`src/rtl/seq_gf_mult.sv`:
```
// seq_gf_mult: sequential digit-serial multiplier.
//   mode 0: unsigned integer product a*b (2W bits)
//   mode 1: carry-less GF(2)[x] product, optionally reduced mod P = x^W + poly
// The multiplier b is consumed MSB-first, DIGIT_BITS bits per clock, so a
// request takes D = DATA_WIDTH/DIGIT_BITS cycles in CALC plus a DONE handshake.
// Ports:
//   clk, rst                    clock, synchronous active-high reset
//   in_valid / in_ready         operand request handshake (ready only in IDLE)
//   in_mode, in_reduce, in_poly operation select and reduction polynomial
//   in_mult_a, in_mult_b        multiplicand, multiplier
//   out_valid / out_ready       result handshake (valid only in DONE)
//   out_mult_result             2W-bit result, updated only on entry to DONE
//   busy                        high while in CALC or DONE
module seq_gf_mult #(
    parameter int unsigned DATA_WIDTH = 32,
    parameter int unsigned DIGIT_BITS = 1
) (
    input  logic                        clk,
    input  logic                        rst,
    input  logic                        in_valid,
    output logic                        in_ready,
    input  logic                        in_mode,
    input  logic                        in_reduce,
    input  logic [DATA_WIDTH-1:0]       in_poly,
    input  logic [DATA_WIDTH-1:0]       in_mult_a,
    input  logic [DATA_WIDTH-1:0]       in_mult_b,
    output logic                        out_valid,
    input  logic                        out_ready,
    output logic [2*DATA_WIDTH-1:0]     out_mult_result,
    output logic                        busy
);

    localparam int unsigned W     = DATA_WIDTH;
    localparam int unsigned K     = DIGIT_BITS;
    localparam int unsigned D     = W / K;
    localparam int unsigned AW    = 2 * W;
    localparam int unsigned CNT_W = (D > 1) ? $clog2(D) : 1;
    localparam logic [CNT_W-1:0] LAST_DIGIT = CNT_W'(D - 1);

    typedef enum logic [1:0] {
        IDLE,
        CALC,
        DONE
    } state_t;

    state_t           state;
    logic [CNT_W-1:0] cnt;
    logic [AW-1:0]    acc;
    logic [W-1:0]     a_reg;
    logic [W-1:0]     b_reg;
    logic [W-1:0]     poly_reg;
    logic             mode_reg;
    logic             reduce_reg;

    logic [K-1:0]     digit;
    logic [AW-1:0]    partial;
    logic [AW-1:0]    shifted;
    logic [AW-1:0]    acc_next;

    // b_reg shifts left each CALC cycle, so the current digit is always on top
    assign digit = b_reg[W-1 -: K];

    // One digit step: shift accumulator, add/XOR a*digit, optionally reduce
    always_comb begin
        partial = '0;
        for (int unsigned j = 0; j < K; j++) begin
            if (digit[j]) begin
                if (mode_reg) begin
                    partial = partial ^ (AW'(a_reg) << j);
                end else begin
                    partial = partial + (AW'(a_reg) << j);
                end
            end
        end
        shifted  = acc << K;
        acc_next = mode_reg ? (shifted ^ partial) : (shifted + partial);
        // acc < 2^W before the step, so only bits W..W+K-1 can be set above
        // the field; clear them top-down by folding in shifted copies of P
        if (mode_reg && reduce_reg) begin
            for (int unsigned j = 0; j < K; j++) begin
                if (acc_next[W + K - 1 - j]) begin
                    acc_next = acc_next ^ (AW'({1'b1, poly_reg}) << (K - 1 - j));
                end
            end
        end
    end

    // Control FSM, operand registers and registered handshake outputs
    always_ff @(posedge clk) begin
        if (rst) begin
            state           <= IDLE;
            cnt             <= '0;
            acc             <= '0;
            a_reg           <= '0;
            b_reg           <= '0;
            poly_reg        <= '0;
            mode_reg        <= 1'b0;
            reduce_reg      <= 1'b0;
            out_mult_result <= '0;
            out_valid       <= 1'b0;
            busy            <= 1'b0;
            in_ready        <= 1'b1;
        end else begin
            case (state)
                IDLE: begin
                    if (in_valid) begin
                        a_reg      <= in_mult_a;
                        b_reg      <= in_mult_b;
                        poly_reg   <= in_poly;
                        mode_reg   <= in_mode;
                        // reduction only has meaning for carry-less products
                        reduce_reg <= in_mode & in_reduce;
                        acc        <= '0;
                        cnt        <= '0;
                        state      <= CALC;
                        in_ready   <= 1'b0;
                        busy       <= 1'b1;
                    end
                end
                CALC: begin
                    acc   <= acc_next;
                    b_reg <= b_reg << K;
                    if (cnt == LAST_DIGIT) begin
                        state           <= DONE;
                        out_valid       <= 1'b1;
                        out_mult_result <= acc_next;
                    end else begin
                        cnt <= cnt + CNT_W'(1);
                    end
                end
                DONE: begin
                    if (out_ready) begin
                        state     <= IDLE;
                        out_valid <= 1'b0;
                        busy      <= 1'b0;
                        in_ready  <= 1'b1;
                    end
                end
                default: begin
                    state     <= IDLE;
                    out_valid <= 1'b0;
                    busy      <= 1'b0;
                    in_ready  <= 1'b1;
                end
            endcase
        end
    end

endmodule

```
`config.mk`:
```
export PLATFORM = sky130hd
export DESIGN_NAME = seq_gf_mult
export DESIGN_NICKNAME = d
export VERILOG_FILES = /design/src/rtl/seq_gf_mult.sv
export SDC_FILE = /design/constraint.sdc
export NUM_CORES = 1
export LEC_CHECK = 0
export CORE_MARGIN = 4
export CORE_UTILIZATION = 40
export DETAILED_ROUTE_END_ITERATION = 8
export PLACE_DENSITY = 0.64
export SKIP_LAST_GASP = 1
export SYNTH_ARGS = -nofsm -noshare
export SYNTH_HDL_FRONTEND = slang
export SYNTH_SLANG_ARGS = --single-unit
```
`constraint.sdc`:
```
create_clock -name clk -period 4.3 [get_ports clk]
set_clock_uncertainty 0.1 [all_clocks]
set_input_delay 0.86 -clock clk [delete_from_list [all_inputs] [get_ports clk]]
set_output_delay 0.86 -clock clk [all_outputs]
set_load 0.01 [all_outputs]
```
### After elaboration in Yosys (flattened, before gate mapping)

Index checks and enable logic that the tools add are counted.
Widths: inputs -> output; s select.

* bits in registers: 235
* output and inout port bits: 67
* logic and storage cells: 59

* add/subtract/negate cells: 2
* eq/ne operators: 7
* muxes and demuxes: 23
* bitwise operators: 5
* reductions and logical operators: 10

Operator list (count)
* $mux 64: 3
* $pmux 63 s2: 1
* $add 64x32->64: 1
* $mux 32: 2
* $pmux 32 s2: 1
* $xor 64x32->64: 1
* $xor 64x33->64: 1
* $mux 63: 1
* $reduce_and 3->1: 4
* $mux 5: 2
* $pmux 5 s2: 1
* $pmux 1 s3: 3
* $ne 2x2->1 const B: 4
* $mux 2: 3
* $pmux 2 s3: 1
* $reduce_and 2->1: 3
* $add 5x1->5 const B: 1
* $eq 5x5->1 const B: 1
* $mux 1: 5
* $eq 2x1->1 const B: 1
* $eq 2x2->1 const B: 1
* $logic_not 2->1: 1
* $not 1->1: 2
* $reduce_bool 2->1: 1
* other kinds (2): 2

### Logic depth before layout (Yosys ltp)

Gate-level depths: netlist of the first run.

* depth after elaboration: 7
* gate-level depth with buffers: 13

### Worst setup path before layout of the first run

No wires, ideal clock.

* path kind: register to register
* from: reg b_reg[31]
* to: reg out_mult_result[33]
* library setup time: 0.132 ns
* arrival time: 2.856 ns
* required time: 4.068 ns
* path slack: 1.212 ns
* stages on the path, launching flop included: 13
* buffers on the path: 2
* period minus slack after synthesis: 3.088 ns
* cells stage by stage: dfxtp_1 clkbuf_1 and2_1 ha_1 nor2b_4 o31a_1 o311a_4 a311o_1 and3_1 buf_6 o211ai_4 xor2_1 a21oi_1

* word-level cells in the longest chain between the ends: 6

RTL lines
* start, declared: line 50 `logic [W-1:0] b_reg;`
* start signal, assigned: line 108 `b_reg <= in_mult_b;`
* start signal, assigned: line 122 `b_reg <= b_reg << K;`
* $mux 32 (*): line 67 `if (digit[j]) begin`
* $add 64x32->64 (*): line 76 `acc_next = mode_reg ? (shifted ^ partial) : (shifted + partial);`
* $mux 64 (*): line 76
* $xor 64x33->64: line 82 `acc_next = acc_next ^ (AW'({1'b1, poly_reg}) << (K - 1 - j));`
* $mux 64: line 81 `if (acc_next[W + K - 1 - j]) begin`
* $mux 64 (*): line 79 `if (mode_reg && reduce_reg) begin`
* end signal, assigned: line 126 `out_mult_result <= acc_next;`
* end, declared: line 29 `output logic [2*DATA_WIDTH-1:0] out_mult_result,`

Every way passes the cells marked *; elsewhere a longest branch is shown, timed or not.
A chain may end at the register's enable or synchronous reset.

### Worst setup path after layout of the first run

* from: reg b_reg[31]
* to: reg acc[40]

* word-level cells in the longest chain between the ends: 7

RTL lines
* $mux 32 (*): line 67
* $add 64x32->64 (*): line 76
* $mux 64 (*): line 76
* $xor 64x33->64: line 82
* $mux 64: line 81
* $mux 64 (*): line 79
* $pmux 63 s2 (*): line 104 `case (state)`
* end signal, assigned: line 121 `acc <= acc_next;`
* end, declared: line 48 `logic [AW-1:0] acc;`

Marks and branches as above.

==> results of run 1 <==
## Yosys cell counts (3+ instances only)
library cell    n  area share [%]
a31oi_1         8            0.44
nand2_1       333              11
a311o_1         3            0.26
or4_1           3            0.20
nor3_1         22            0.97
o21ai_0       101             4.5
a2111oi_0       3            0.23
buf_1           6            0.20
xor2_1         27             2.1
a31o_2          3            0.23
o31a_1          3            0.23
o31ai_1         5            0.33
dfxtp_1       235              41
a21o_1          5            0.33
a32o_1          4            0.35
nor4b_1         4            0.31
clkbuf_1       89             2.9
o21bai_1        3            0.20
and3_1         16            0.88
buf_2           6            0.26
nor2_1         87             2.9
a22o_1         16             1.2
nor2b_1         3            0.17
nor3b_1         3            0.20
o211ai_1       10            0.66
o21a_1          6            0.40
xnor2_1        33             2.5
ha_1           33             3.6
a21oi_1       167             7.4
or3_1           5            0.28
nand4_1        21             1.2
nor4_1          8            0.44
and2_1         34             1.9
o21ai_1         5            0.22
a211oi_1        9            0.60
or2_2           5            0.28
nand2b_1        3            0.17
a311oi_1       31             2.4
a22oi_1        21             1.4
inv_1          24            0.79
nand3_1        21            0.93
## routing by layer
metal	share of wire, %	wire length, um	up-vias	GRT usage (%)
li1	-	-	5330	-
met1	46	15300	5059	28.8
met2	45	15100	316	33.3
met3	7.3	2470	62	4.80
met4	2.0	681	8	5.45
met5	0.16	55	-	0
## cell type report
type	instances	area share (%)
clock buffers	40	5.74
multi-input cells	1093	43.5
inverters	24	0.634
flip-flops and latches	235	33.1
repair buffers	189	13.0
well taps	378	3.33
clock inverters	7	0.652
## through the flow
stage	cell area (um2)	util (%)	setup slack [ns]	hold slack, ns	std cells
global placement	13300	47.7	0.897	0.340	1919
finish	14200	51.0	0.761	0.353	1966
CTS	14200	51.0	0.759	0.356	1966
detailed placement	13300	47.7	0.806	0.348	1919
global route	14200	51.0	0.439	0.372	1966
floorplan	11300	-	1.21	0.332	1454
## power breakdown
part	internal (mW)	switching (mW)
Clock	1.42	0.904
Combinational	0.168	0.217
Sequential	2.25	0.0423
Total	3.83	1.16
## worst register-to-register path: stages (launching register included)
cell and delay (ns):
dfxtp_1 0.31, buf_4 0.20, and2_1 0.17, ha_1 0.45
nand4_1 0.21, nor3_1 0.24, o211ai_1 0.20, a2111oi_2 0.49
nor3_2 0.07, buf_4 0.22, nor4_1 0.46, xnor2_1 0.19
o21ai_0 0.10
## worst max path at each step
| stage | to | depth (start not counted) | slack, ns | start |
|---|---|---|---|---|
| final | acc[40] | 12 | 0.76 | b_reg[31] |
| after global routing | out_mult_result[63] | 11 | 0.44 | b_reg[31] |
| after CTS | out_mult_result[37] | 13 | 0.76 | b_reg[31] |
| after detailed placement | out_mult_result[37] | 13 | 0.81 | b_reg[31] |
| after global placement | out_mult_result[63] | 13 | 0.90 | b_reg[31] |
| after floorplan | out_mult_result[33] | 12 | 1.21 | b_reg[31] |
## cells by family after synthesis
| family | after synthesis | synth area share (%) |
|---|---|---|
| buf+inv | 126 | 4.30 |
| xor+xnor | 60 | 4.64 |
| compound gates | 422 | 23.2 |
| simple gates | 575 | 22.3 |
| mux | 2 | 0.177 |
| fa+ha+maj | 34 | 3.82 |
| flops | 235 | 41.5 |
==> results.md, run 1 <==
* R2R Path Start: b_reg[31]
* Capture point of the worst reg-to-reg path: acc[40]
* CP top delay family: simple AND/OR/NAND/NOR gates
* Register area share after synthesis at 41.5%
* Post-synth EDFFs at 0
* Syn Std Cell Area at 0.0113 mm2
* IO buf count at 168
* Setup TNS at 0 ns
* Drt pass-1 iters at 5
* Hold Path Class: flop to flop
* CP max stage cell: a2111oi_2
* Clock transition at path regs at 0.06 ns
* Pwr Density at 352 mW/mm2
* Avg Cell Area, Syn at 7.80 um2
* Post-CTS Hold Buffers at 0
* Lkg Pwr at 5.13 nW
* WL/cell at 17.1 um
* Drt via density at 5.48
* Synthesized net count at 1590
* Core area at 0.0279 mm2
* DP HPWL at 23600 um
* Hold Path End: out_mult_result[25]
* Initial Util at 40.7%
* Ports at 169
* GRT Util Overall at 20.9%
* Post-route minimum period at 3.54 ns
* Residual DRC count at 0
* Slowest stage delay, CP at 0.49 ns
* Crit path kind: flop to flop
* ANT cells at 0
* Slew @ Worst Pin at 1.11 ns
* IR drop worst, VDD at 0.228 mV
* Crit path DAT at 3.84 ns
* CTS root buffer: clkbuf_16
* Most frequent cells in the layout: nand2_1 (333), dfxtp_1 (235), a21oi_1 (167), clkdlybuf4s50_1 (167), o21ai_0 (101)
* Yosys warnings at 0
* Area of the multi-input gates at 0.00618 mm2
* DRT iter0 DRCs at 822
* Most flops, register: out_mult_result
* Clock Latency Late Sink at 0.53 ns
* CTS tree: yes
* Post-route antenna net violation count at 0
* Via count at 10800
* R2R Setup Slk at 0.76 ns
* Startpoint Class: flop
* Die Span Y at 176 um
* Synthesized flop and latch total at 235
* Clock buffer count from CTS at 26
* HP Start: out_mult_result[25]
* Worst setup EP type: flop
* Fmax at 0.283 GHz
* Fillers at 2694
* Grt ovf at 0
* Setup Buffers After CTS at 0
* Status: complete, no violations
* First-pass GRT wire length at 53800 um
* Area grow syn2layout at 25.3%
* Worst Path Buf+Inv at 2
* Fraction of layout cells with a size suffix above 1 at 5.54%
* Clock buffer depth at 3
* Tcrit/Tclk final at 82.3%
* Initial antenna violation count at 4
* Vias in the first global route at 10200
* PnR Total Power at 5.00 mW
* Reg area at 0.00470 mm2
* Max-slew violation count at 0
* Hold violation count in the final report at 0
* Die Area at 0.0311 mm2
* Die X at 176 um
* Largest net degree at the start of global routing at 83
* WP data required at 4.61 ns
* Row count at 61
* CTS H-tree lvls at 1
* Clk sinks at 235
* Synth async-reset ratio at 0%
* Mapped Cells at 1454
* Worst-path maximum fanout at 23
* Slew margin rel. at 25.8%
* CP cell instances: buf_4, and2_1, ha_1, nand4_1, nor3_1, o211ai_1, a2111oi_2, nor3_2, buf_4, nor4_1, xnor2_1, o21ai_0
* Max_cap viols at 0
* Final setup violation count at 0
* Routed WL at 33600 um
* Main synth FF type: dfxtp_1
* Max reg flops at 64
* RSZ-0062 raised after global routing: false
* Placer Congestion at 0.926
* Commonest non-fill, non-tap cell in the layout: nand2_1
* Cell mode on critical path: buf_4
* Nets@finish at 1705
* Yosys cell types at 66
* CTS resizes at 0
* Worst reg2reg path depth at 12
* Hold path cells at 2
* Largest regs: out_mult_result x64, acc x63
No activity file was read; power rests on OpenSTA's default activity.
==> inputs of run 2 (changes only) <==
Clock period 4.3 ns to 3.3 ns, I/O delays scaled along.
==> run 2 against run 1 <==
Clock-buffer cell count decreased by 6; register-to-register slack got worse by 0.68 ns; die area did not move; sequential cell count stayed put; power up 26%; design area is 1.8% higher; setup slack lost 0.68 ns; routed wire length rose by 0.42%; clock power up 20%; maximum frequency up 10%; sequential share of layout area is 0.58 points lower.
==> results.md, run 2 (same netlist as run 1, synthesis figures left out) <==
* Worst-path maximum fanout at 27
* Placed cell area at 0.0136 mm2
* Fillers at 2685
* Initial Util at 40.7%
* Drt via density at 5.45
* First-pass GRT wire length at 53400 um
* Vias in the first global route at 10300
* Core area at 0.0279 mm2
* Crit path kind: flop to flop
* Largest net degree at the start of global routing at 67
* CTS H-tree lvls at 1
* Switching power at 1.47 mW
* Lkg Pwr at 5.25 nW
* Fraction of layout cells with a size suffix above 1 at 7.85%
* Placer Congestion at 0.902
* Drt pass-1 iters at 6
* Most frequent cells in the layout: nand2_1 (333), dfxtp_1 (234), clkdlybuf4s50_1 (167), a21oi_1 (166), o21ai_0 (100)
* Via count at 10900
* Post-route antenna net violation count at 0
* Clock buffer depth at 3
* Design Area, Final at 0.0145 mm2
* Final setup violation count at 0
* Slew @ Worst Pin at 0.880 ns
* DP HPWL at 23800 um
* Slew margin rel. at 41.3%
* HP Start: out_mult_result[7]
* PnR Total Power at 6.28 mW
* Die X at 176 um
* WL/cell at 16.9 um
* WP data required at 3.61 ns
* Clock buffer count from CTS at 25
* Post-route minimum period at 3.21 ns
* Status: complete, no violations
* Ports at 169
* Hold path cells at 2
* Residual DRC count at 0
* Initial antenna violation count at 1
* DRT iter0 DRCs at 946
* Clock transition at path regs at 0.06 ns
* Max_cap viols at 0
* Die Area at 0.0311 mm2
* ANT cells at 0
* Clock Latency Late Sink at 0.53 ns
* Seq pwr share at 47.5%
* Comb power frac at 8.3%
* Commonest non-fill, non-tap cell in the layout: nand2_1
* Routed WL at 33800 um
* Fmax at 0.311 GHz
* Startpoint Class: flop
* Switching share of total power at 23.5%
* GRT Util Overall at 20.7%
* Hold Path Class: flop to flop
* Most flops, register: out_mult_result
* IR drop worst, VDD at 0.273 mV
* Internal power at 4.80 mW
* R2R Path Start: b_reg[31]
* Tcrit/Tclk final at 97.4%
* Capture point of the worst reg-to-reg path: out_mult_result[24]
* Clock Power Share at 44.2%
* CTS tree: yes
* Max reg flops at 64
* Post-CTS Hold Buffers at 0
* Largest regs: out_mult_result x64, acc x63
* Hold violation count in the final report at 0
* Die Span Y at 176 um
* Worst setup EP type: flop
* Max-slew violation count at 0
* Crit path DAT at 3.52 ns
* Worst reg2reg path depth at 12
* CTS root buffer: clkbuf_16
* Pwr Density at 434 mW/mm2
* Row count at 61
* R2R Setup Slk at 0.09 ns
* Area grow syn2layout at 27.5%
* Grt ovf at 0
* Hold Path End: out_mult_result[7]
* Nets@finish at 1738
* IO buf count at 168
* RSZ-0062 raised after global routing: true
* Clk sinks at 235
run 2: timing repair:
item	in CTS	in global routing
pin swaps	0	3
setup endpoints to repair	4	68
setup buffers	0	2
gates resized for setup	1	17
run 2: worst max-delay path by stage:
stage / from / endpoint / depth (start not counted)
2_1_floorplan: b_reg[31] / out_mult_result[33] / 12
3_3_place_gp: b_reg[31] / out_mult_result[63] / 11
3_5_place_dp: b_reg[31] / out_mult_result[63] / 11
4_1_cts: b_reg[31] / acc[37] / 12
5_1_grt: b_reg[31] / out_mult_result[62] / 12
6_report: b_reg[31] / out_mult_result[24] / 12
run 2: final cells by class:
cell class	instances	area (um2)	area share, %
Multi-Input combinational cell	1093	6240	43.2
Sequential cell	235	4710	32.6
Timing Repair Buffer	223	2150	14.9
Clock buffer	34	669	4.63
Tap cell	378	473	3.27
Clock inverter	8	119	0.822
Inverter	24	90.1	0.623
run 2: power by group through the flow:
| stage | clock, mW | sequential, mW | combinational [mW] |
|---|---|---|---|
| 2_1_floorplan | 0 | 3.02 | 0.284 |
| 3_3_place_gp | 0 | 3.04 | 0.516 |
| 3_5_place_dp | 0 | 3.04 | 0.520 |
| 4_1_cts | 2.84 | 2.98 | 0.522 |
| 5_1_grt | 2.95 | 2.99 | 0.576 |
| 6_report | 2.78 | 2.98 | 0.520 |
run 2: routing by layer:
| layer | GRT usage [%] | wire length (um) | vias up | share of wire [%] |
|---|---|---|---|---|
| met2 | 33.5 | 15300 | 322 | 45 |
| li1 | - | - | 5396 | - |
| met5 | 0 | 8 | - | 0.024 |
| met4 | 5.19 | 719 | 2 | 2.1 |
| met1 | 28.5 | 15400 | 5110 | 46 |
| met3 | 4.26 | 2350 | 48 | 7.0 |
run 2: per-stage QoR:
stage	std cells	TNS [ns]	worst slack, ns	hold WS (ns)	util (%)
after floorplan	1454	0	0.212	0.332	-
after global placement	1951	0	0.0577	0.343	48.8
after detailed placement	1951	-0.0772	-0.0581	0.347	48.8
after CTS	1993	0	0.0173	0.355	51.6
after global routing	1995	-0.111	-0.0307	0.376	51.9
final	1995	0	0.0854	0.353	51.9
run 2: critical path: stages (launching register included):
cell	delay (ns)
dfxtp_2	0.35
buf_12	0.16
and2_1	0.14
ha_1	0.38
buf_4	0.19
a21oi_1	0.24
o21ai_0	0.14
a31o_2	0.22
a21oi_1	0.27
o21ai_1	0.17
a22o_1	0.24
nor4b_1	0.16
a311o_1	0.34
